===== config.mk =====
export PLATFORM = sky130hd
export DESIGN_NAME = irq_pending_arbiter
export DESIGN_NICKNAME = d
export VERILOG_FILES = /design/src/rtl/irq_pending_arbiter_pkg.sv /design/src/rtl/irq_pending_arbiter_prio_pick.sv /design/src/rtl/irq_pending_arbiter.sv
export SDC_FILE = /design/constraint.sdc
export NUM_CORES = 1
export LEC_CHECK = 0
export CAP_MARGIN = 20
export CORE_MARGIN = 1
export CORE_UTILIZATION = 43
export CTS_CLUSTER_SIZE = 25
export DETAILED_ROUTE_END_ITERATION = 16
export MAX_ROUTING_LAYER = met4
export PLACE_DENSITY = 0.76
export SLEW_MARGIN = 20
export SYNTH_ARGS = -nofsm -noshare
export SYNTH_HDL_FRONTEND = slang
export SYNTH_SLANG_ARGS = --single-unit

===== constraint.sdc =====
create_clock -name clk -period 1.8 [get_ports clk]
set_input_delay 0.36 -clock clk [delete_from_list [all_inputs] [get_ports clk]]
set_output_delay 0.36 -clock clk [all_outputs]
set_load 0.1 [all_outputs]

===== src/rtl/irq_pending_arbiter_pkg.sv =====
// Shared types and constants for the pending-request arbiter and its priority picker.
package irq_pkg;
  localparam int IRQ_N_REQ = 8;
  localparam int IRQ_IDX_W = 3;

  typedef logic [IRQ_N_REQ-1:0] irq_vec_t;
  typedef logic [IRQ_IDX_W-1:0] irq_idx_t;

  typedef enum logic {IDLE, OFFER} irq_arb_state_e;

  // Lines whose index has bit b set; ORing one-hot winners through it yields index bit b.
  function automatic irq_vec_t idx_bit_mask(input int b);
    irq_vec_t m;
    m = '0;
    for (int i = 0; i < IRQ_N_REQ; i++) begin
      m[i] = i[b];
    end
    return m;
  endfunction
endpackage


===== src/rtl/irq_pending_arbiter_prio_pick.sv =====
// Combinational 8-in priority picker: highest set index wins, plus an any flag.
module irq_prio_pick
  import irq_pkg::*;
(
  input  logic [IRQ_N_REQ-1:0] req,
  output logic [IRQ_IDX_W-1:0] idx,
  output logic                 any
);
  irq_vec_t win;

  genvar gi;
  generate
    for (gi = 0; gi < IRQ_N_REQ; gi++) begin : g_win
      if (gi == IRQ_N_REQ - 1) begin : g_top
        assign win[gi] = req[gi];
      end else begin : g_low
        assign win[gi] = req[gi] & ~(|req[IRQ_N_REQ-1:gi+1]);
      end
    end

    for (gi = 0; gi < IRQ_IDX_W; gi++) begin : g_idx
      assign idx[gi] = |(win & idx_bit_mask(gi));
    end
  endgenerate

  assign any = |req;
endmodule


===== src/rtl/irq_pending_arbiter.sv =====
// Rising-edge request capture, pending hold and valid/ready offer of the highest unmasked index.
// Optional sticky lost-edge flags are built when IRQ_OVERRUN_DETECT_EN is defined.
module irq_pending_arbiter
  import irq_pkg::*;
#(
  parameter int N_REQ = IRQ_N_REQ,
  parameter int IDX_W = IRQ_IDX_W
) (
  input  logic             clk,
  input  logic             rst,
  input  logic [N_REQ-1:0] req_in,
  input  logic [N_REQ-1:0] mask_in,
  output logic             irq_valid,
  output logic [IDX_W-1:0] irq_idx,
  input  logic             irq_ready,
  output logic [N_REQ-1:0] pending_o
`ifdef IRQ_OVERRUN_DETECT_EN
  ,
  output logic [N_REQ-1:0] overrun_o
`endif
);
  generate
    if (N_REQ != IRQ_N_REQ || IDX_W != IRQ_IDX_W) begin : g_bad_param
      $error("irq_pending_arbiter supports only N_REQ=8 and IDX_W=3");
    end
  endgenerate

  irq_vec_t       req_reg;
  irq_vec_t       pending_reg;
  irq_vec_t       pending_next;
  irq_vec_t       rise;
  irq_vec_t       clr;
  irq_vec_t       cand;
  irq_idx_t       idx_reg;
  irq_idx_t       idx_next;
  irq_idx_t       pick_idx;
  logic           pick_any;
  logic           accept;
  irq_arb_state_e state_reg;
  irq_arb_state_e state_next;

  assign accept       = (state_reg == OFFER) && irq_ready;
  assign rise         = req_in & ~req_reg;
  assign clr          = accept ? (irq_vec_t'(1) << idx_reg) : '0;
  assign pending_next = (pending_reg & ~clr) | rise;
  // The line being accepted this cycle must not be re-picked from stale pending state.
  assign cand         = pending_reg & mask_in & ~clr;

  irq_prio_pick u_pick (
    .req (cand),
    .idx (pick_idx),
    .any (pick_any)
  );

  always_comb begin
    state_next = state_reg;
    idx_next   = idx_reg;
    case (state_reg)
      IDLE: begin
        if (pick_any) begin
          idx_next   = pick_idx;
          state_next = OFFER;
        end
      end
      OFFER: begin
        if (irq_ready) begin
          if (pick_any) begin
            idx_next = pick_idx;
          end else begin
            state_next = IDLE;
          end
        end
      end
      default: state_next = IDLE;
    endcase
  end

  always_ff @(posedge clk) begin
    if (rst) begin
      // Capture the live level so a line held high through reset needs a fresh rise.
      req_reg     <= req_in;
      pending_reg <= '0;
      idx_reg     <= '0;
      state_reg   <= IDLE;
    end else begin
      req_reg     <= req_in;
      pending_reg <= pending_next;
      idx_reg     <= idx_next;
      state_reg   <= state_next;
    end
  end

`ifdef IRQ_OVERRUN_DETECT_EN
  irq_vec_t overrun_reg;

  always_ff @(posedge clk) begin
    if (rst) begin
      overrun_reg <= '0;
    end else begin
      overrun_reg <= overrun_reg | (rise & pending_reg & ~clr);
    end
  end

  assign overrun_o = overrun_reg;
`endif

  assign irq_valid = (state_reg == OFFER);
  assign irq_idx   = idx_reg;
  assign pending_o = pending_reg;
endmodule


==> impl_metrics.ini, run 1 <==
[worst_setup_path]
crit-reg2reg-launch = irq_idx[0]$_SDFFE_PP0P_
cpPeakStageDelay_ps = 390
worstRegToRegCells = 6
critPathSlowestCell = sky130_fd_sc_hd__dfxtp_4
worst-setup-path-type = reg -> reg
crit_path_start_kind = flop
worst_r2r_endpoint = irq_idx[1]$_SDFFE_PP0P_
cp_data_required_time_ps = 1990
path_buf_inv = 1
crit_family = simple AND/OR/NAND/NOR gates
critical_path_fanouts_max = 7
r2r_slack_ps = 160
worst_setup_path_end_kind = flop
data_arrival_at_the_endpoint_of_the_critical_path_ps = 1830
critical_path.cell_chain = nand3b_2 -> o211ai_2 -> nor4b_4 -> buf_4 -> a21oi_2 -> mux2i_1

[floorplanning]
die_y_um = 46.6
io-pin-count = 31
dieWidth_um = 46.6
placeableCoreArea_mm2 = 0.00180
initial_core_util_pct = 47.6
die-area_mm2 = 0.00218
num_rows = 15

[logic_synthesis]
synth_seq_cells = 20
syn_area_per_cell_um2 = 10.1
synth_top_flop_cell = sky130_fd_sc_hd__dfxtp_1
synth_seq_area_share_pct = 46.7
count_of_synthesis_stage_warnings_from_yosys = 0
main_area_contributors_after_synthesis = sky130_fd_sc_hd__dfxtp_1 47%, sky130_fd_sc_hd__a21oi_1 5.3%, sky130_fd_sc_hd__nand2b_1 5.1%
yosys.area.top_type_share_pct = 46.7
number_of_flops_mapped_to_enable_cells_by_yosys = 0
synth_area_um2 = 857
synthesized_nets = 104
synthesis.instances = 85
synth.largest_area_cell = sky130_fd_sc_hd__dfxtp_1
synthDistinctLibCells = 35
ffs_w_async_s_r_synth_pct = 0

[clocking]
cts_buffers = 3
clk_transition_reported_paths_ps = 110
cts_tree = built
cts-htree-levels = 1
clk_buf_depth = 2
clock_latency_ps = 290
clock_sinks = 20
clock_tree.root_cell = sky130_fd_sc_hd__clkbuf_4

[route]
drtAntennaViolNets = 0
route.detailed.wl_per_inst_um = 13.2
detail_route.drc_violations = 0
drt_wl_total_mm = 1.99
route.detailed.vias_per_inst = 5.39
detailedRoute.firstIterationViolations = 20
firstDrtPassIters = 4
via_count = 814

[pwr]
seqPwrFrac_pct = 45.0
power.density_cell_area_mw_per_mm2 = 817
clock_power_share_pct = 17.7
comb_power_share_pct = 37.2
vdd_drop_max_mv = 0.537
p_int_w = 0.000743
leakage_nw = 0.567
power.share.switching_pct = 36.4
p_switching_w = 0.000425

[hold_path]
hold_path.class = reg -> reg
worstHoldPathCells = 2
worst_hold_endpoint = pending_o[0]$_SDFF_PP0_
timing.hold.worst.start = req_reg[0]$_DFF_P_

[sta]
final_min_period_over_clock_period_pct = 91.0
fin_setup_tns_ps = 0
setup_repair_after_global_routing_missed_its_margin = false
maximum_achievable_frequency_mhz = 610
finalHoldWorstSlack_ps = 487
final_hold_viol_count = 0
final_critical_path_setup_slack_ps = 161
tightest_slew_ps = 303
clock-skew-final_ps = 3.27
max-slew-margin-rel_pct = 79.6
period_needed_ps = 1640
slew_viol_final = 0
finalSetupViolCount = 0

[global_route]
grt_max_degree = 12
gr_util_all_layers_pct = 21.8
number_of_antenna_violations_at_the_first_check_in_global_routing = 0
grt_pass1_vias = 813
globalRoute.totalOverflow = 0
grt_first_pass_wirelength_mm = 3.28

[layout]
mostFrequentLayoutCells = 17 x sky130_fd_sc_hd__clkdlybuf4s50_1, 12 x sky130_fd_sc_hd__buf_12, 9 x sky130_fd_sc_hd__dfxtp_1, 9 x sky130_fd_sc_hd__buf_4, 8 x sky130_fd_sc_hd__a21oi_1
layout-drive-gt1-share_pct = 38.1
layout.core_utilization_pct = 79.3
final_nets = 147
instances_no_fill = 151
antennaDiodeCount = 0
mostFrequentLayoutCell = sky130_fd_sc_hd__clkdlybuf4s50_1
syn2layout_area_growth_pct = 66.7

[status]
outcome = finished clean

[place]
io_port_bufs = 30
place.gp.congestion = 0.754
hpwl_mm = 1.54
place_ws_ps = -429
dp_cells = 147

[run]
max_cap_violations = 0
==> cell usage after synthesis, types with 2 or more instances <==
master                      n
sky130_fd_sc_hd__inv_1      2
sky130_fd_sc_hd__o31ai_1    2
sky130_fd_sc_hd__nand2_1    7
sky130_fd_sc_hd__nor2_1     2
sky130_fd_sc_hd__a21oi_2    2
sky130_fd_sc_hd__o21ai_1    4
sky130_fd_sc_hd__a21oi_1    9
sky130_fd_sc_hd__nand2b_1   7
sky130_fd_sc_hd__o21ai_0    3
sky130_fd_sc_hd__o211ai_1   2
sky130_fd_sc_hd__nor2b_1    2
sky130_fd_sc_hd__dfxtp_1   20
==> layout make-up <==
cell class | count | area (um2)
clock buffers | 3 | 22.5
well taps | 25 | 31.3
inverters | 2 | 7.51
multi-input cells | 62 | 457
fillers | 120 | 373
flip-flops and latches | 20 | 424
repair buffers | 39 | 487
==> worst min-delay path: stages, from the launching register on <==
cell and delay [ps]:
sky130_fd_sc_hd__dfxtp_1 310, sky130_fd_sc_hd__nand2b_1 90, sky130_fd_sc_hd__a21oi_1 60
==> metrics by stage <==
step                instance area [um2]  total power (W)
global route                       1430          0.00122
CTS                                1430          0.00117
detailed placement                 1390         0.000964
floorplan                           881         0.000777
global placement                   1390         0.000957
finish                             1430          0.00117
==> layer usage <==
layer	up-vias	routed length (um)	GRT usage, %
li1	402	-	-
met1	370	867	27.0
met2	37	966	35.8
met3	5	128	3.53
met4	0	26	7.43
met5	-	0	-
==> repair_timing <==
| action | CTS | global route |
|---|---|---|
| hold buffers | 0 | 0 |
| buffers inserted | 1 | 0 |
| resized for setup | 3 | 0 |
| pin swaps | 0 | 1 |
| endpoints found under the setup margin | 4 | 1 |
==> how the worst max path moves through the flow <==
stage | startpoint | endpoint | slack [ps] | cells after the start
after global routing | irq_idx[0]$_SDFFE_PP0P_ | irq_idx[0]$_SDFFE_PP0P_ | 4 | 6
after CTS | irq_idx[0]$_SDFFE_PP0P_ | irq_idx[1]$_SDFFE_PP0P_ | 170 | 6
after detailed placement | irq_ready | irq_idx[1]$_SDFFE_PP0P_ | -430 | 6
final | irq_idx[0]$_SDFFE_PP0P_ | irq_idx[1]$_SDFFE_PP0P_ | 160 | 6
after global placement | irq_ready | irq_idx[0]$_SDFFE_PP0P_ | -310 | 6
after floorplan | pending_o[7]$_SDFF_PP0_ | irq_idx[0]$_SDFFE_PP0P_ | 20 | 4
==> power by group through the flow <==
stage	logic, W	clock network, W	registers [W]
finish	0.000435	0.000207	0.000526
global route	0.000454	0.000229	0.000532
CTS	0.000436	0.000212	0.000526
detailed placement	0.000429	0	0.000535
global placement	0.000423	0	0.000534
floorplan	0.0000932	0	0.000684
==> logic make-up after synthesis <==
group	share of synthesized area (%)
compound gates	27.7
simple gates	23.1
flops	46.7
buf+inv	1.31
mux	1.17
(Power assumes the default switching activity.)
==> run 2: changes to the inputs <==
--- a/config.mk
+++ b/config.mk
@@ -7,11 +7,12 @@
 export LEC_CHECK = 0
 export CAP_MARGIN = 20
 export CORE_MARGIN = 1
-export CORE_UTILIZATION = 43
+export CORE_UTILIZATION = 45
+export CTS_BUF_LIST = sky130_fd_sc_hd__clkbuf_4 sky130_fd_sc_hd__clkbuf_8
 export CTS_CLUSTER_SIZE = 25
 export DETAILED_ROUTE_END_ITERATION = 16
 export MAX_ROUTING_LAYER = met4
-export PLACE_DENSITY = 0.76
+export PLACE_DENSITY = 0.8
 export SLEW_MARGIN = 20
 export SYNTH_ARGS = -nofsm -noshare
 export SYNTH_HDL_FRONTEND = slang
==> run 2 against run 1 <==
Clock skew up 8.9 ps. Die area down 4.3%. Register-to-register slack better by 20 ps. Critical path depth unchanged. Cell area up 0.96%. Count of clock-buffer cells in the layout up 1. Combinational power about the same. Wire length up 6.5%. Sequential share of layout area down 0.28 points. Non-clock buffer count up 1. Total power up 5.1%. First-iteration DRC count down 15%. Highest routed layer unchanged.
==> impl_metrics.ini, run 2 (synthesized netlist as in run 1, its figures left out) <==
[layout]
mostFrequentLayoutCell = sky130_fd_sc_hd__clkdlybuf4s50_1
syn2layout_area_growth_pct = 68.3
layout-drive-gt1-share_pct = 38.3
fin_area_mm2 = 0.00144
layout.core_utilization_pct = 81.8
mostFrequentLayoutCells = 17 x sky130_fd_sc_hd__clkdlybuf4s50_1, 12 x sky130_fd_sc_hd__buf_12, 10 x sky130_fd_sc_hd__buf_4
antennaDiodeCount = 0
final_nets = 148

[sta]
fin_setup_tns_ps = 0
tightest_slew_ps = 346
final_min_period_over_clock_period_pct = 89.9
setup_repair_after_global_routing_missed_its_margin = false
clock-skew-final_ps = 12.2
slew_viol_final = 0
final_hold_viol_count = 0
finalSetupViolCount = 0
period_needed_ps = 1620
maximum_achievable_frequency_mhz = 618
max-slew-margin-rel_pct = 76.5
finalHoldWorstSlack_ps = 486

[clocking]
clk_buf_depth = 2
clock_tree.root_cell = sky130_fd_sc_hd__clkbuf_4
clk_transition_reported_paths_ps = 120
clock_latency_ps = 300
cts_buffers = 3
cts-htree-levels = 1
clock_sinks = 20
holdBufCountCts = 0
cts_tree = built

[floorplanning]
die-area_mm2 = 0.00208
initial_core_util_pct = 48.6
dieWidth_um = 45.6
io-pin-count = 31
num_rows = 15
die_y_um = 45.6
placeableCoreArea_mm2 = 0.00176

[global_route]
grt_first_pass_wirelength_mm = 3.36
number_of_antenna_violations_at_the_first_check_in_global_routing = 0
grt_pass1_vias = 772
grt_max_degree = 12
gr_util_all_layers_pct = 23.5
globalRoute.totalOverflow = 0

[hold_path]
hold_path.class = reg -> reg
timing.hold.worst.start = req_reg[3]$_DFF_P_

[place]
place_area_mm2 = 0.00140
hpwl_mm = 1.56
io_port_bufs = 30
place.gp.congestion = 0.790

[worst_setup_path]
critical_path.cell_chain = nand3b_2 -> o211ai_2 -> nor4b_4 -> buf_4 -> a41oi_1 -> o21ai_1
worst_setup_path_end_kind = flop
critical_path_fanouts_max = 7
crit_path_start_kind = flop
cpPeakStageDelay_ps = 400
setup.worst_path.start = irq_idx[0]$_SDFFE_PP0P_
critPathSlowestCell = sky130_fd_sc_hd__dfxtp_4
worst-setup-path-type = reg -> reg
data_arrival_at_the_endpoint_of_the_critical_path_ps = 1850
cp_data_required_time_ps = 2030
crit-reg2reg-launch = irq_idx[0]$_SDFFE_PP0P_

[route]
route.detailed.vias_per_inst = 5.27
firstDrtPassIters = 3
detailedRoute.firstIterationViolations = 17
drt_wl_total_mm = 2.12
route.detailed.wl_per_inst_um = 13.8
via_count = 806
detail_route.drc_violations = 0
drtAntennaViolNets = 0

[pwr]
vdd_drop_max_mv = 0.689
leakage_nw = 0.578
power.density_cell_area_mw_per_mm2 = 851

[status]
outcome = finished clean

[run]
max_cap_violations = 0
## run 2: changes by cell type in the layout (fill, tap and decap cells not counted), sizes merged
cell,before,now
buf,21,22
clkbuf,3,4
## run 2: report_power, final
group          internal, W  total, W  leakage, nW  switching (W)
Combinational     0.000187  0.000435        0.385       0.000249
Sequential        0.000480  0.000530        0.172      0.0000501
Clock             0.000123  0.000262       0.0210       0.000138
Total             0.000790   0.00123        0.578       0.000437
## run 2: cell type report
cell class | count | area, um2
fill | 117 | 322
clock buffer | 4 | 36.3
sequential | 20 | 424
tap | 25 | 31.3
multi-input combinational | 62 | 449
inverter | 2 | 7.51
timing repair buffer | 40 | 494
## run 2: worst max-delay path, delay by kind of cell (launching register included)
family | cells | cell delay, ps
buf+inv | 1 | 180
simple gates | 2 | 500
compound gates | 3 | 470
flops | 1 | 400
## run 2: stage by stage
stage,instances,worst slack [ps],power [W]
2_1_floorplan,85,16.2,0.000777
3_3_place_gp,148,-299,0.000961
3_5_place_dp,148,-380,0.000968
4_1_cts,153,196,0.00123
5_1_grt,153,99.5,0.00127
6_report,153,181,0.00123
## run 2: layer usage
metal | vias up | share of wire [%] | global-route usage (%)
met5 | - | 0 | -
met4 | 0 | 1.3 | 10.9
met3 | 4 | 3.6 | 3.57
met2 | 23 | 49 | 40.0
met1 | 375 | 46 | 26.8
li1 | 404 | - | -
## run 2: final timing paths
| kind | to | cells past startpoint | slack [ps] |
|---|---|---|---|
| min | pending_o[3]$_SDFF_PP0_ | 2 | 490 |
| max reg2reg | irq_idx[0]$_SDFFE_PP0P_ | 6 | 180 |
| max | irq_idx[0]$_SDFFE_PP0P_ | 6 | 180 |
| min reg2reg | pending_o[3]$_SDFF_PP0_ | 2 | 490 |
## run 2: timing repair
item                                    4_1_cts  5_1_grt
endpoints found under the setup margin        3        0
setup buffers                                 1        0
gates resized for setup                       2        0
hold endpoints to repair                      0        0
==> run 3: changes to the inputs <==
--- a/config.mk
+++ b/config.mk
@@ -13,7 +13,8 @@
 export DETAILED_ROUTE_END_ITERATION = 16
 export MAX_ROUTING_LAYER = met4
 export PLACE_DENSITY = 0.8
-export SLEW_MARGIN = 20
+export SKIP_CTS_REPAIR_TIMING = 1
+export SLEW_MARGIN = 5
 export SYNTH_ARGS = -nofsm -noshare
 export SYNTH_HDL_FRONTEND = slang
 export SYNTH_SLANG_ARGS = --single-unit
==> run 3 against run 2 <==
Flip-flop and latch count stayed put. Via count increased by 2.5%. Count of clock-buffer cells in the layout unchanged. Fmax decreased by 3.7%. Global-route usage unchanged. First-iteration DRC count did not move. Critical endpoint is now irq_idx[2]$_SDFFE_PP0P_. Largest power group unchanged.
==> impl_metrics.ini, run 3 (synthesized netlist as in run 1, its figures left out) <==
[status]
outcome = finished clean

[worst_setup_path]
worst-setup-path-type = reg -> reg
data_arrival_at_the_endpoint_of_the_critical_path_ps = 1870
cpPeakStageDelay_ps = 400
crit_path_start_kind = flop
critPathSlowestCell = sky130_fd_sc_hd__dfxtp_4
cp_data_required_time_ps = 1990
critical_path_fanouts_max = 7
critical_path.cell_chain = nand3b_2 -> o211ai_2 -> nor4b_4 -> buf_4 -> o32ai_1
worst_setup_path_end_kind = flop

[layout]
layout-drive-gt1-share_pct = 37.5
syn2layout_area_growth_pct = 68.3
multiInputGateArea_um2 = 445
fillCellCount = 118
layout.core_utilization_pct = 81.8
sequential_cell_area_um2 = 424
fin_area_mm2 = 0.00144
final_nets = 148
antennaDiodeCount = 0
mostFrequentLayoutCell = sky130_fd_sc_hd__clkdlybuf4s50_1
mostFrequentLayoutCells = 17 x sky130_fd_sc_hd__clkdlybuf4s50_1, 12 x sky130_fd_sc_hd__buf_12, 10 x sky130_fd_sc_hd__buf_4

[global_route]
grt_first_pass_wirelength_mm = 3.36
globalRoute.totalOverflow = 0
number_of_antenna_violations_at_the_first_check_in_global_routing = 0
grt_max_degree = 12
grt_pass1_vias = 764
gr_util_all_layers_pct = 23.5

[place]
io_port_bufs = 30
place_area_mm2 = 0.00140
place.gp.congestion = 0.790
place_ws_ps = -380
hpwl_mm = 1.56

[route]
firstDrtPassIters = 4
route.detailed.wl_per_inst_um = 14.2
drtAntennaViolNets = 0
detail_route.drc_violations = 0
via_count = 826
drt_wl_total_mm = 2.17
detailedRoute.firstIterationViolations = 17
route.detailed.vias_per_inst = 5.40

[sta]
finalSetupViolCount = 0
max-slew-margin-rel_pct = 75.6
maximum_achievable_frequency_mhz = 595
final_min_period_over_clock_period_pct = 93.4
finalHoldWorstSlack_ps = 486
clock-skew-final_ps = 4.64
final_hold_viol_count = 0
final_critical_path_setup_slack_ps = 119
setup_repair_after_global_routing_missed_its_margin = false
slew_viol_final = 0
tightest_slew_ps = 364
period_needed_ps = 1680

[clocking]
cts-htree-levels = 1
clk_transition_reported_paths_ps = 120
cts_buffers = 3
clk_buf_depth = 2
cts_tree = built
clock_latency_ps = 300
clock_tree.root_cell = sky130_fd_sc_hd__clkbuf_4
clock_sinks = 20

[hold_path]
hold_path.class = reg -> reg

[floorplanning]
num_rows = 15
dieWidth_um = 45.6
io-pin-count = 31
initial_core_util_pct = 48.6
placeableCoreArea_mm2 = 0.00176
die-area_mm2 = 0.00208
die_y_um = 45.6

[run]
max_cap_violations = 0

[pwr]
power.density_cell_area_mw_per_mm2 = 854
leakage_nw = 0.586
vdd_drop_max_mv = 0.704
==> run 3: cell types whose count changed in the layout (fill, tap and decap cells not counted), sizes merged <==
cell / previous run / this run
dlygate4sd2: 1 / 0
dlymetal6s2s: 0 / 1
==> run 3: area by class of cell <==
type                       count  share of cell area [%]
timing repair buffer          40                    34.5
multi-input combinational     62                    30.9
sequential                    20                    29.4
clock buffer                   4                    2.52
tap                           25                    2.17
inverter                       2                   0.520
==> run 3: stage by stage <==
| stage | std cells | TNS [ps] | total power, W |
|---|---|---|---|
| CTS | 152 | -294 | 0.00123 |
| floorplan | 85 | 0 | 0.000777 |
| global placement | 148 | -1090 | 0.000961 |
| finish | 153 | 0 | 0.00123 |
| global route | 153 | 0 | 0.00127 |
| detailed placement | 148 | -1360 | 0.000968 |
==> run 3: where the power goes <==
part	leakage [nW]	switching, W	total [W]	internal [W]
Sequential	0.172	0.0000508	0.000531	0.000480
Clock	0.0210	0.000142	0.000265	0.000123
Combinational	0.393	0.000248	0.000435	0.000187
Total	0.586	0.000441	0.00123	0.000791
==> run 3: metal layers <==
layer	up-vias	global-route usage [%]	routed length [um]
li1	404	-	-
met1	390	27.0	965
met2	28	40.6	1080
met3	4	3.57	99
met4	0	9.09	22
met5	-	-	0
==> run 3: path summary, 6_finish.rpt <==
kind	slack, ps	depth (start not counted)	endpoint	start
setup / recovery	120	5	irq_idx[2]$_SDFFE_PP0P_	irq_idx[0]$_SDFFE_PP0P_
hold / removal	490	2	pending_o[3]$_SDFF_PP0_	req_reg[3]$_DFF_P_
setup reg to reg	120	5	irq_idx[2]$_SDFFE_PP0P_	irq_idx[0]$_SDFFE_PP0P_
hold reg to reg	490	2	pending_o[3]$_SDFF_PP0_	req_reg[3]$_DFF_P_
==> run 3: critical path: cells and delay by family, from the launching register on <==
kind / cells / cell delay [ps]
compound gates: 2 / 340
simple gates: 2 / 650
buf+inv: 1 / 190
flops: 1 / 400
